--- config.mk ---
export PLATFORM = sky130hd
export DESIGN_NAME = cache_hit_stage
export DESIGN_NICKNAME = d
export VERILOG_FILES = /design/src/rtl/cache_pkg.sv /design/src/rtl/cache_victim_select.sv /design/src/rtl/cache_hit_stage.sv
export SDC_FILE = /design/constraint.sdc
export NUM_CORES = 1
export LEC_CHECK = 0
export ABC_AREA = 0
export BUFFER_PORTS_ARGS = -buffer_cell sky130_fd_sc_hd__buf_2
export CAP_MARGIN = 20
export CORE_UTILIZATION = 29
export DETAILED_ROUTE_END_ITERATION = 8
export GPL_TIMING_DRIVEN = 0
export SLEW_MARGIN = 25
export SYNTH_ARGS = -nofsm -noshare
export SYNTH_HDL_FRONTEND = slang
export SYNTH_SLANG_ARGS = --single-unit
--- constraint.sdc ---
create_clock -name clk -period 5.5 [get_ports clk]
set_input_delay 0.825 -clock clk [delete_from_list [all_inputs] [get_ports clk]]
set_output_delay 0.825 -clock clk [all_outputs]
set_load 0.005 [all_outputs]
--- src/rtl/cache_pkg.sv ---
// Shared constants for the cache lookup pipeline: status-bit layout and
// default geometry used by the hit stage and its victim selector.
package cache_pkg;

  localparam int unsigned VALID_BIT_IDX       = 0;
  localparam int unsigned USE_BIT_IDX         = 1;
  localparam int unsigned STATUS_BITS_PER_WAY = 2;

  localparam int unsigned DEF_NUM_WAYS    = 4;
  localparam int unsigned DEF_TAG_BITS    = 8;
  localparam int unsigned DEF_SET_BITS    = 4;
  localparam int unsigned DEF_OFFSET_BITS = 4;
  localparam int unsigned DEF_CNT_W       = 16;

endpackage

--- src/rtl/cache_victim_select.sv ---
// Refill-way chooser: lowest invalid way first, otherwise the round-robin
// pointer, which only moves when a fully-valid set actually evicts.
module cache_victim_select
  import cache_pkg::*;
#(
  parameter int unsigned NUM_WAYS = DEF_NUM_WAYS
) (
  input  logic                clk,
  input  logic                rst,
  input  logic [NUM_WAYS-1:0] valid_bits,
  input  logic                advance,
  output logic [NUM_WAYS-1:0] victim_blocks_c,
  output logic                all_valid_c
);

  localparam int unsigned IDX_W = $clog2(NUM_WAYS);

  logic [IDX_W-1:0]    rr_ptr_q;
  logic [NUM_WAYS-1:0] invalid_pick;
  logic                found;

  assign all_valid_c = &valid_bits;

  // Round-robin pointer, wraps after the last way
  always_ff @(posedge clk) begin
    if (rst) begin
      rr_ptr_q <= '0;
    end else if (advance) begin
      if (rr_ptr_q == IDX_W'(NUM_WAYS - 1)) begin
        rr_ptr_q <= '0;
      end else begin
        rr_ptr_q <= rr_ptr_q + IDX_W'(1);
      end
    end
  end

  // One-hot of the lowest-index invalid way
  always_comb begin
    invalid_pick = '0;
    found        = 1'b0;
    for (int unsigned w = 0; w < NUM_WAYS; w++) begin
      if (!valid_bits[w] && !found) begin
        invalid_pick[w] = 1'b1;
        found           = 1'b1;
      end
    end
  end

  // Invalid ways win; a full set falls back to the pointer
  always_comb begin
    victim_blocks_c = invalid_pick;
    if (all_valid_c) begin
      victim_blocks_c = NUM_WAYS'(1) << rr_ptr_q;
    end
  end

endmodule

--- src/rtl/cache_hit_stage.sv ---
// Single-register tag-compare stage: captures a lookup, reports hit vector,
// lowest hit index, multi-hit error and refill victim, and keeps hit/miss
// statistics counted on the output handshake.
module cache_hit_stage
  import cache_pkg::*;
#(
  parameter int unsigned NUM_WAYS    = DEF_NUM_WAYS,
  parameter int unsigned TAG_BITS    = DEF_TAG_BITS,
  parameter int unsigned SET_BITS    = DEF_SET_BITS,
  parameter int unsigned OFFSET_BITS = DEF_OFFSET_BITS,
  parameter int unsigned CNT_W       = DEF_CNT_W
) (
  input  logic                                    clk,
  input  logic                                    rst,
  input  logic                                    i_valid,
  output logic                                    o_ready,
  input  logic [TAG_BITS-1:0]                     i_tag_bits,
  input  logic [NUM_WAYS*TAG_BITS-1:0]            i_tag_array_tag_data,
  input  logic [STATUS_BITS_PER_WAY*NUM_WAYS-1:0] i_status_array_data,
  input  logic [SET_BITS-1:0]                     i_set_bits,
  input  logic [OFFSET_BITS-1:0]                  i_block_offset_bits,
  input  logic                                    i_ready,
  input  logic                                    i_clear_counts,
  output logic                                    o_valid,
  output logic [NUM_WAYS-1:0]                     o_hit_blocks,
  output logic [$clog2(NUM_WAYS)-1:0]             o_hit_idx,
  output logic                                    o_cache_hit,
  output logic                                    o_multi_hit,
  output logic [NUM_WAYS-1:0]                     o_victim_blocks,
  output logic [TAG_BITS-1:0]                     o_tag_bits,
  output logic [SET_BITS-1:0]                     o_set_bits,
  output logic [OFFSET_BITS-1:0]                  o_block_offset_bits,
  output logic [STATUS_BITS_PER_WAY*NUM_WAYS-1:0] o_status_array_data,
  output logic [CNT_W-1:0]                        o_hit_count,
  output logic [CNT_W-1:0]                        o_miss_count
);

  localparam int unsigned IDX_W = $clog2(NUM_WAYS);
  localparam int unsigned STS_W = STATUS_BITS_PER_WAY * NUM_WAYS;

  logic                         valid_q;
  logic [TAG_BITS-1:0]          tag_q;
  logic [NUM_WAYS*TAG_BITS-1:0] tag_array_q;
  logic [STS_W-1:0]             status_q;
  logic [SET_BITS-1:0]          set_q;
  logic [OFFSET_BITS-1:0]       offset_q;
  logic [CNT_W-1:0]             hit_cnt_q;
  logic [CNT_W-1:0]             miss_cnt_q;

  logic [NUM_WAYS-1:0] way_valid;
  logic [NUM_WAYS-1:0] hit_blocks;
  logic [IDX_W-1:0]    hit_idx;
  logic                hit_found;
  logic                cache_hit;
  logic                capture;
  logic                drain;
  logic                rr_advance;
  logic [NUM_WAYS-1:0] victim_c;
  logic                all_valid_c;

  assign o_ready = ~valid_q | i_ready;
  assign capture = i_valid & o_ready;
  assign drain   = valid_q & i_ready;

  // Stage register: load on accept, empty on drain without a refill
  always_ff @(posedge clk) begin
    if (rst) begin
      valid_q     <= 1'b0;
      tag_q       <= '0;
      tag_array_q <= '0;
      status_q    <= '0;
      set_q       <= '0;
      offset_q    <= '0;
    end else if (capture) begin
      valid_q     <= 1'b1;
      tag_q       <= i_tag_bits;
      tag_array_q <= i_tag_array_tag_data;
      status_q    <= i_status_array_data;
      set_q       <= i_set_bits;
      offset_q    <= i_block_offset_bits;
    end else if (drain) begin
      valid_q     <= 1'b0;
    end
  end

  // Per-way tag compare qualified by the way's valid bit and stage valid
  for (genvar w = 0; w < NUM_WAYS; w++) begin : g_way
    assign way_valid[w]  = status_q[w*STATUS_BITS_PER_WAY + VALID_BIT_IDX];
    assign hit_blocks[w] = valid_q & way_valid[w]
                         & (tag_array_q[w*TAG_BITS +: TAG_BITS] == tag_q);
  end

  // Lowest hitting way index, 0 when nothing hits
  always_comb begin
    hit_idx   = '0;
    hit_found = 1'b0;
    for (int unsigned w = 0; w < NUM_WAYS; w++) begin
      if (hit_blocks[w] && !hit_found) begin
        hit_idx   = IDX_W'(w);
        hit_found = 1'b1;
      end
    end
  end

  assign cache_hit  = |hit_blocks;
  assign rr_advance = drain & ~cache_hit & all_valid_c;

  cache_victim_select #(
    .NUM_WAYS (NUM_WAYS)
  ) u_victim (
    .clk             (clk),
    .rst             (rst),
    .valid_bits      (way_valid),
    .advance         (rr_advance),
    .victim_blocks_c (victim_c),
    .all_valid_c     (all_valid_c)
  );

  // Saturating statistics; clear beats a same-cycle increment
  always_ff @(posedge clk) begin
    if (rst || i_clear_counts) begin
      hit_cnt_q  <= '0;
      miss_cnt_q <= '0;
    end else if (drain) begin
      if (cache_hit) begin
        if (hit_cnt_q != '1) hit_cnt_q <= hit_cnt_q + CNT_W'(1);
      end else begin
        if (miss_cnt_q != '1) miss_cnt_q <= miss_cnt_q + CNT_W'(1);
      end
    end
  end

  assign o_valid             = valid_q;
  assign o_hit_blocks        = hit_blocks;
  assign o_hit_idx           = hit_idx;
  assign o_cache_hit         = cache_hit;
  assign o_multi_hit         = |(hit_blocks & (hit_blocks - NUM_WAYS'(1)));
  assign o_victim_blocks     = (valid_q & ~cache_hit) ? victim_c : '0;
  assign o_tag_bits          = tag_q;
  assign o_set_bits          = set_q;
  assign o_block_offset_bits = offset_q;
  assign o_status_array_data = status_q;
  assign o_hit_count         = hit_cnt_q;
  assign o_miss_count        = miss_cnt_q;

endmodule

=== After elaboration in Yosys (flattened, before gate mapping) ===
Cells that the tools add are included.

* Add/sub/neg operators: 4
* Equality and inequality tests: 7
* Multiplexer cells: 17
* Bitwise gates (word level): 17
* Shift-type cells: 1
* Reduce and logical (&&, ||, !) cells: 21

{| class="wikitable"
|+ Operator list
! operator !! number
|-
| $add A16 B1 Y16 const B || 2
|-
| $eq A8 B8 Y1 || 4
|-
| $ne A16 B16 Y1 const B || 2
|-
| $and A1 B1 Y1 || 13
|-
| $mux W1 || 12
|-
| $logic_not A1 Y1 || 8
|-
| $mux W4 || 2
|-
| $reduce_or A4 Y1 || 2
|-
| $logic_and A1 B1 Y1 || 6
|-
| $mux W2 || 3
|-
| $reduce_and A3 Y1 || 2
|-
| $and A4 B4 Y4 || 1
|-
| $reduce_and A4 Y1 || 1
|-
| $shl A1 B2 Y4 const A || 1
|-
| $sub A4 B1 Y4 const B || 1
|-
| $add A2 B1 Y2 const B || 1
|-
| $eq A2 B2 Y1 const B || 1
|-
| $not A1 Y1 || 2
|-
| $reduce_bool A2 Y1 || 1
|-
| $logic_or A1 B1 Y1 || 1
|-
| $or A1 B1 Y1 || 1
|}

* Flip-flop bits (word level): 91

=== Logic depth before layout (Yosys ltp) ===
* Word-level depth: 12
* Mapped depth: 10

=== Cells and area by module ===
From an unflattened synthesis, not the netlist that was laid out.

* Cells, all modules: 553
* Area total of the unflattened synthesis: 4312.9 um2

{| class="wikitable"
|+ Modules (own cells, without submodules)
! module !! times used !! sequential area each (um2) !! cells an instance !! area an instance (um2)
|-
| cache_hit_stage || 1 || 1781.7 || 530 || 4129.0
|-
| cache_victim_select || 1 || 40.0 || 23 || 183.9
|}

=== Least setup slack after synthesis ===
OpenSTA, ideal clock, no wires.

* Kind: register to output
* From: reg tag_q[5] (netlist: o_tag_bits[5])
* To: out o_victim_blocks[2]
* Required time: 4.675 ns
* Arrival time: 1.680 ns
* Buffers on the path: 2
* Slack: 2.995 ns
* Stages on the path, launching flop included: 10
* Cell sequence: dfxtp_1 buf_2 xnor2_1 and3_1 nand3_2 inv_4 nor4_4 buf_6 nand4_1 a21oi_1

* Longest elaborated chain between the ends: 6
* Elaborated cells on any way between the ends: 12
* Those cells by class: eq/ne: 4; mux: 1; bitwise: 6; reduce/logical: 1

{| class="wikitable"
|+ Ends and longest elaborated chain
! what !! RTL line !! source
|-
| start, declared || cache_hit_stage.sv:42 || <nowiki>logic [TAG_BITS-1:0] tag_q;</nowiki>
|-
| start signal, assigned || cache_hit_stage.sv:76 || <nowiki>tag_q <= i_tag_bits;</nowiki>
|-
| $eq A8 B8 Y1 || cache_hit_stage.sv:90 || <nowiki>& (tag_array_q[w*TAG_BITS +: TAG_BITS] == tag_q);</nowiki>
|-
| $and A1 B1 Y1 || cache_hit_stage.sv:90 ||
|-
| named net o_hit_blocks[3] || cache_hit_stage.sv:25 || <nowiki>output logic [NUM_WAYS-1:0] o_hit_blocks,</nowiki>
|-
| $reduce_or A4 Y1 || cache_hit_stage.sv:105 || <nowiki>assign cache_hit = |hit_blocks;</nowiki>
|-
| $not A1 Y1 (no line) || - ||
|-
| $and A1 B1 Y1 || cache_hit_stage.sv:138 || <nowiki>assign o_victim_blocks = (valid_q & ~cache_hit) ? victim_c : '0;</nowiki>
|-
| $mux W4 || cache_hit_stage.sv:138 ||
|-
| end, declared || cache_hit_stage.sv:29 || <nowiki>output logic [NUM_WAYS-1:0] o_victim_blocks,</nowiki>
|}

The timed path passes the listed nets, and every way through them passes these cells.

=== Worst setup path after layout ===
* From: reg tag_q[7] (netlist: o_tag_bits[7])
* To: out o_cache_hit

* Longest elaborated chain between the ends: 3
* Elaborated cells on any way between the ends: 9
* Those cells by class: eq/ne: 4; bitwise: 4; reduce/logical: 1

{| class="wikitable"
|+ Ends and longest elaborated chain
! what !! RTL line !! source
|-
| $eq A8 B8 Y1 || cache_hit_stage.sv:90 ||
|-
| $and A1 B1 Y1 || cache_hit_stage.sv:90 ||
|-
| $reduce_or A4 Y1 * || cache_hit_stage.sv:105 ||
|-
| end, declared || cache_hit_stage.sv:27 || <nowiki>output logic o_cache_hit,</nowiki>
|}

Every way passes the cells marked *; elsewhere a longest branch is shown, timed or not.

==> impl_metrics.csv <==
group,metric,value,unit
status,run_status,"completed",
final_layout,areaGrowthSynthToFinish,27.2,%
critical_path,cp_max_fo,10,
clock_network,numCtsBuffers,9,
critical_path,r2r_cells,9,
detailed_routing,first_iter_violations,296,
power_and_ir_drop,ir_drop,149,uV
sta,max_clock_freq,0.296,GHz
synth,synth_edf_count,0,
sta,hold_viol,0,
detailed_routing,wirelength,13700,microns
global_route,grt_start_max_net_pins,15,
clock_network,tritoncts,"done",
clock_network,cts_root_buffer,"clkbuf_16",
critical_path,arrival,2.55,ns
synth,netlist_top_cells_count,"nand2_1, dfxtp_1, a21oi_1",
final_layout,antennaDiodeCount,0,
sta,tightestPinTransition,0.690,ns
global_route,grt.busiest_layer,"met2",
synth,yosys.area.top_type_share,40.5,%
detailed_routing,ant_nets,0,
synth,ys_ff_latch,91,
power_and_ir_drop,powerDensity,277,nW/um^2
global_route,antenna_found_initial,0,
sta,fin_tns_setup,0,ns
final_layout,fin_area,5720,sq um
clock_network,clock_sinks,91,
clock_network,path_clk_slew,0.06,ns
critical_path,worstReg2RegStart,"o_tag_bits[2]",
place,dpl_cell_area,5380,sq um
synth,synth_seq_area_share,40.5,%
detailed_routing,routed_via_density,4.97,
synth,syn_inst,571,
detailed_routing,wl_per_cell,15.1,microns
clock_network,cts_hold_buf,0,
worst_hold_path,hold_end,"o_status_array_data[3]",
global_route,grt_pass1_vias,4246,
synth,synth.most_common_cell,"nand2_1",
die,dieHeight,127,microns
sta,finalMaxSlewViolations,0,
flow_run,drv_cap,0,
global_route,met1_usage,23.4,%
synth,avgSynthCellArea,7.88,sq um
place,port-buffer-count,130,
synth,synthTopCellsByArea,"dfxtp_1, nand2_1, a21oi_1",
die,core-area,15100,sq um
die,initial_core_util,29.7,%
final_layout,fin_nets,779,
synth,synth-main-ff-cell,"dfxtp_1",
global_route,track_usage,17.9,%
global_route,grt_pass1_wl,22400,microns
detailed_routing,vias,4492,
synth,ys_warn_count,0,
place,place_congestion,0.823,
critical_path,critPathRequiredTime,4.68,ns
synth,syn-cell-area,4500,sq um
detailed_routing,drc_errors,0,
die,die-area,16000,sq um
final_layout,drive_above_1_share,23.9,%
power_and_ir_drop,total_leakage_power,2.44,nW
clock_network,clockBufferDepth,2,
worst_hold_path,whs_path_depth,2,
sta,finalSetupViolations,0,
global_route,met3_usage,3.54,%
sta,fin_hold_ws,0.453,ns
worst_hold_path,min_from,"o_status_array_data[3]",
synth,syn-num-nets,638,
critical_path,crit_path_start_kind,"flop",
die,boundaryPins,131,
synth,synth.distinct_cells,48,
worst_hold_path,hp-class,"reg -> reg",
die,die_x,127,microns
clock_network,post_cts_buffers,0,
critical_path,worst_setup_path_end_kind,"output pin",
clock_network,h-tree-depth,3,
critical_path,r2r_end,"u_victim.rr_ptr_q[0]",
sta,slew_headroom,53.5,%
place,pre_cts_slack,2.42,ns
clock_network,ctsResizeCount,0,
detailed_routing,drt_pass1_iterations,4,
place,hpwlAfterDp,10200,microns
synth,ys_async_sr_fraction,0,%
sta,finalCritPeriodShare,61.4,%
sta,period_minus_slack,3.38,ns
die,rows,45,
synth,synth_top_area_cell,"dfxtp_1",
global_route,met2_usage,29.3,%
clock_network,clock_latency,0.35,ns
global_route,grt_remaining_overflow,0,
sta,clock-skew-final,0.00721,ns
sta,rsz0062_at_grt,"no",
critical_path,rrSetupSlack,2.98,ns
critical_path,critPathKind,"reg -> out",
sta,fin_ws,2.12,ns
final_layout,fillers,1605,
final_layout,utilization,37.8,%
kinds of logic (layout without fill, tap and decap cells):
kind of cell	count (synthesis)	count (layout)	share of synthesized area [%]
AOI/OAI and AO/OA	121	121	15.9
xor gates and xnor gates	32	32	6.23
adders and majority gates	7	7	1.89
buffers and inverters	47	192	4.81
DFF	91	91	40.5
muxes	4	4	0.890
and+or+nand+nor	269	269	29.8
worst max-delay path: stages, from the launching register on:
cell and delay (ns):
dfxtp_1 0.33, buf_2 0.21, xor2_1 0.27, nor3_1 0.09
nand3_2 0.19, inv_4 0.10, nor4_4 0.38, inv_1 0.23
buf_2 0.25, buf_2 0.15
power by group:
part           leakage, nW  switching (mW)  internal, mW
combinational         1.53          0.0992        0.0697
sequential           0.743          0.0190         0.684
clock                0.159           0.271         0.441
final cells by class:
type                            count  area (sq um)  area share (%)
Multi-Input combinational cell    433          2460            43.1
Tap cell                          188           235            4.11
Clock buffer                       10           229            4.00
Inverter                            8          37.5           0.656
Sequential cell                    91          1820            31.9
Timing Repair Buffer              130           651            11.4
Buffer                             39           179            3.13
Clock inverter                      5           103            1.79
worst max path at each step:
| stage | startpoint | to | cells past startpoint |
|---|---|---|---|
| global route | o_tag_bits[2] | o_cache_hit | 9 |
| floorplan | o_tag_bits[5] | o_victim_blocks[2] | 9 |
| finish | o_tag_bits[7] | o_cache_hit | 9 |
| detailed placement | o_tag_bits[7] | o_cache_hit | 9 |
| CTS | o_tag_bits[7] | o_cache_hit | 9 |
| global placement | o_tag_bits[4] | o_cache_hit | 9 |
layout by cell type (no fill, tap or decap), drive strengths merged, types with 4 or more instances in the layout:
master,netlist,final
xnor2,18,18
nand4b,4,4
or4,5,5
a21oi,81,81
nand3,25,25
inv,7,7
nor4,4,4
o31ai,5,5
dfxtp,91,91
and4,6,6
o21ai,9,9
o41ai,10,10
or3,13,13
clkbuf,22,32
buf,17,147
xor2,14,14
and2,6,6
mux2i,4,4
ha,6,6
and3,8,8
nand2,142,142
nor2,17,17
nand4,15,15
nor3,16,16
through the flow:
| stage | instances | power, mW |
|---|---|---|
| after floorplan | 571 | 0.818 |
| after global placement | 889 | 0.887 |
| after detailed placement | 889 | 0.888 |
| after CTS | 904 | 1.60 |
| after global routing | 904 | 1.65 |
| final | 904 | 1.58 |
registers in the layout, summed over array words and instances, names as in the netlist:
name,count
o_status_array_data,8
o_valid,1
u_victim.rr_ptr_q,2
o_set_bits,4
o_miss_count,16
o_hit_count,16
o_tag_bits,8
o_block_offset_bits,4
tag_array_q,32
layer usage:
layer | wire, microns | vias up
li1 | - | 2289
met1 | 6500 | 2069
met2 | 6320 | 119
met3 | 664 | 15
met4 | 182 | 0
met5 | 0 | -
No activity file was read; power rests on OpenSTA's default activity.
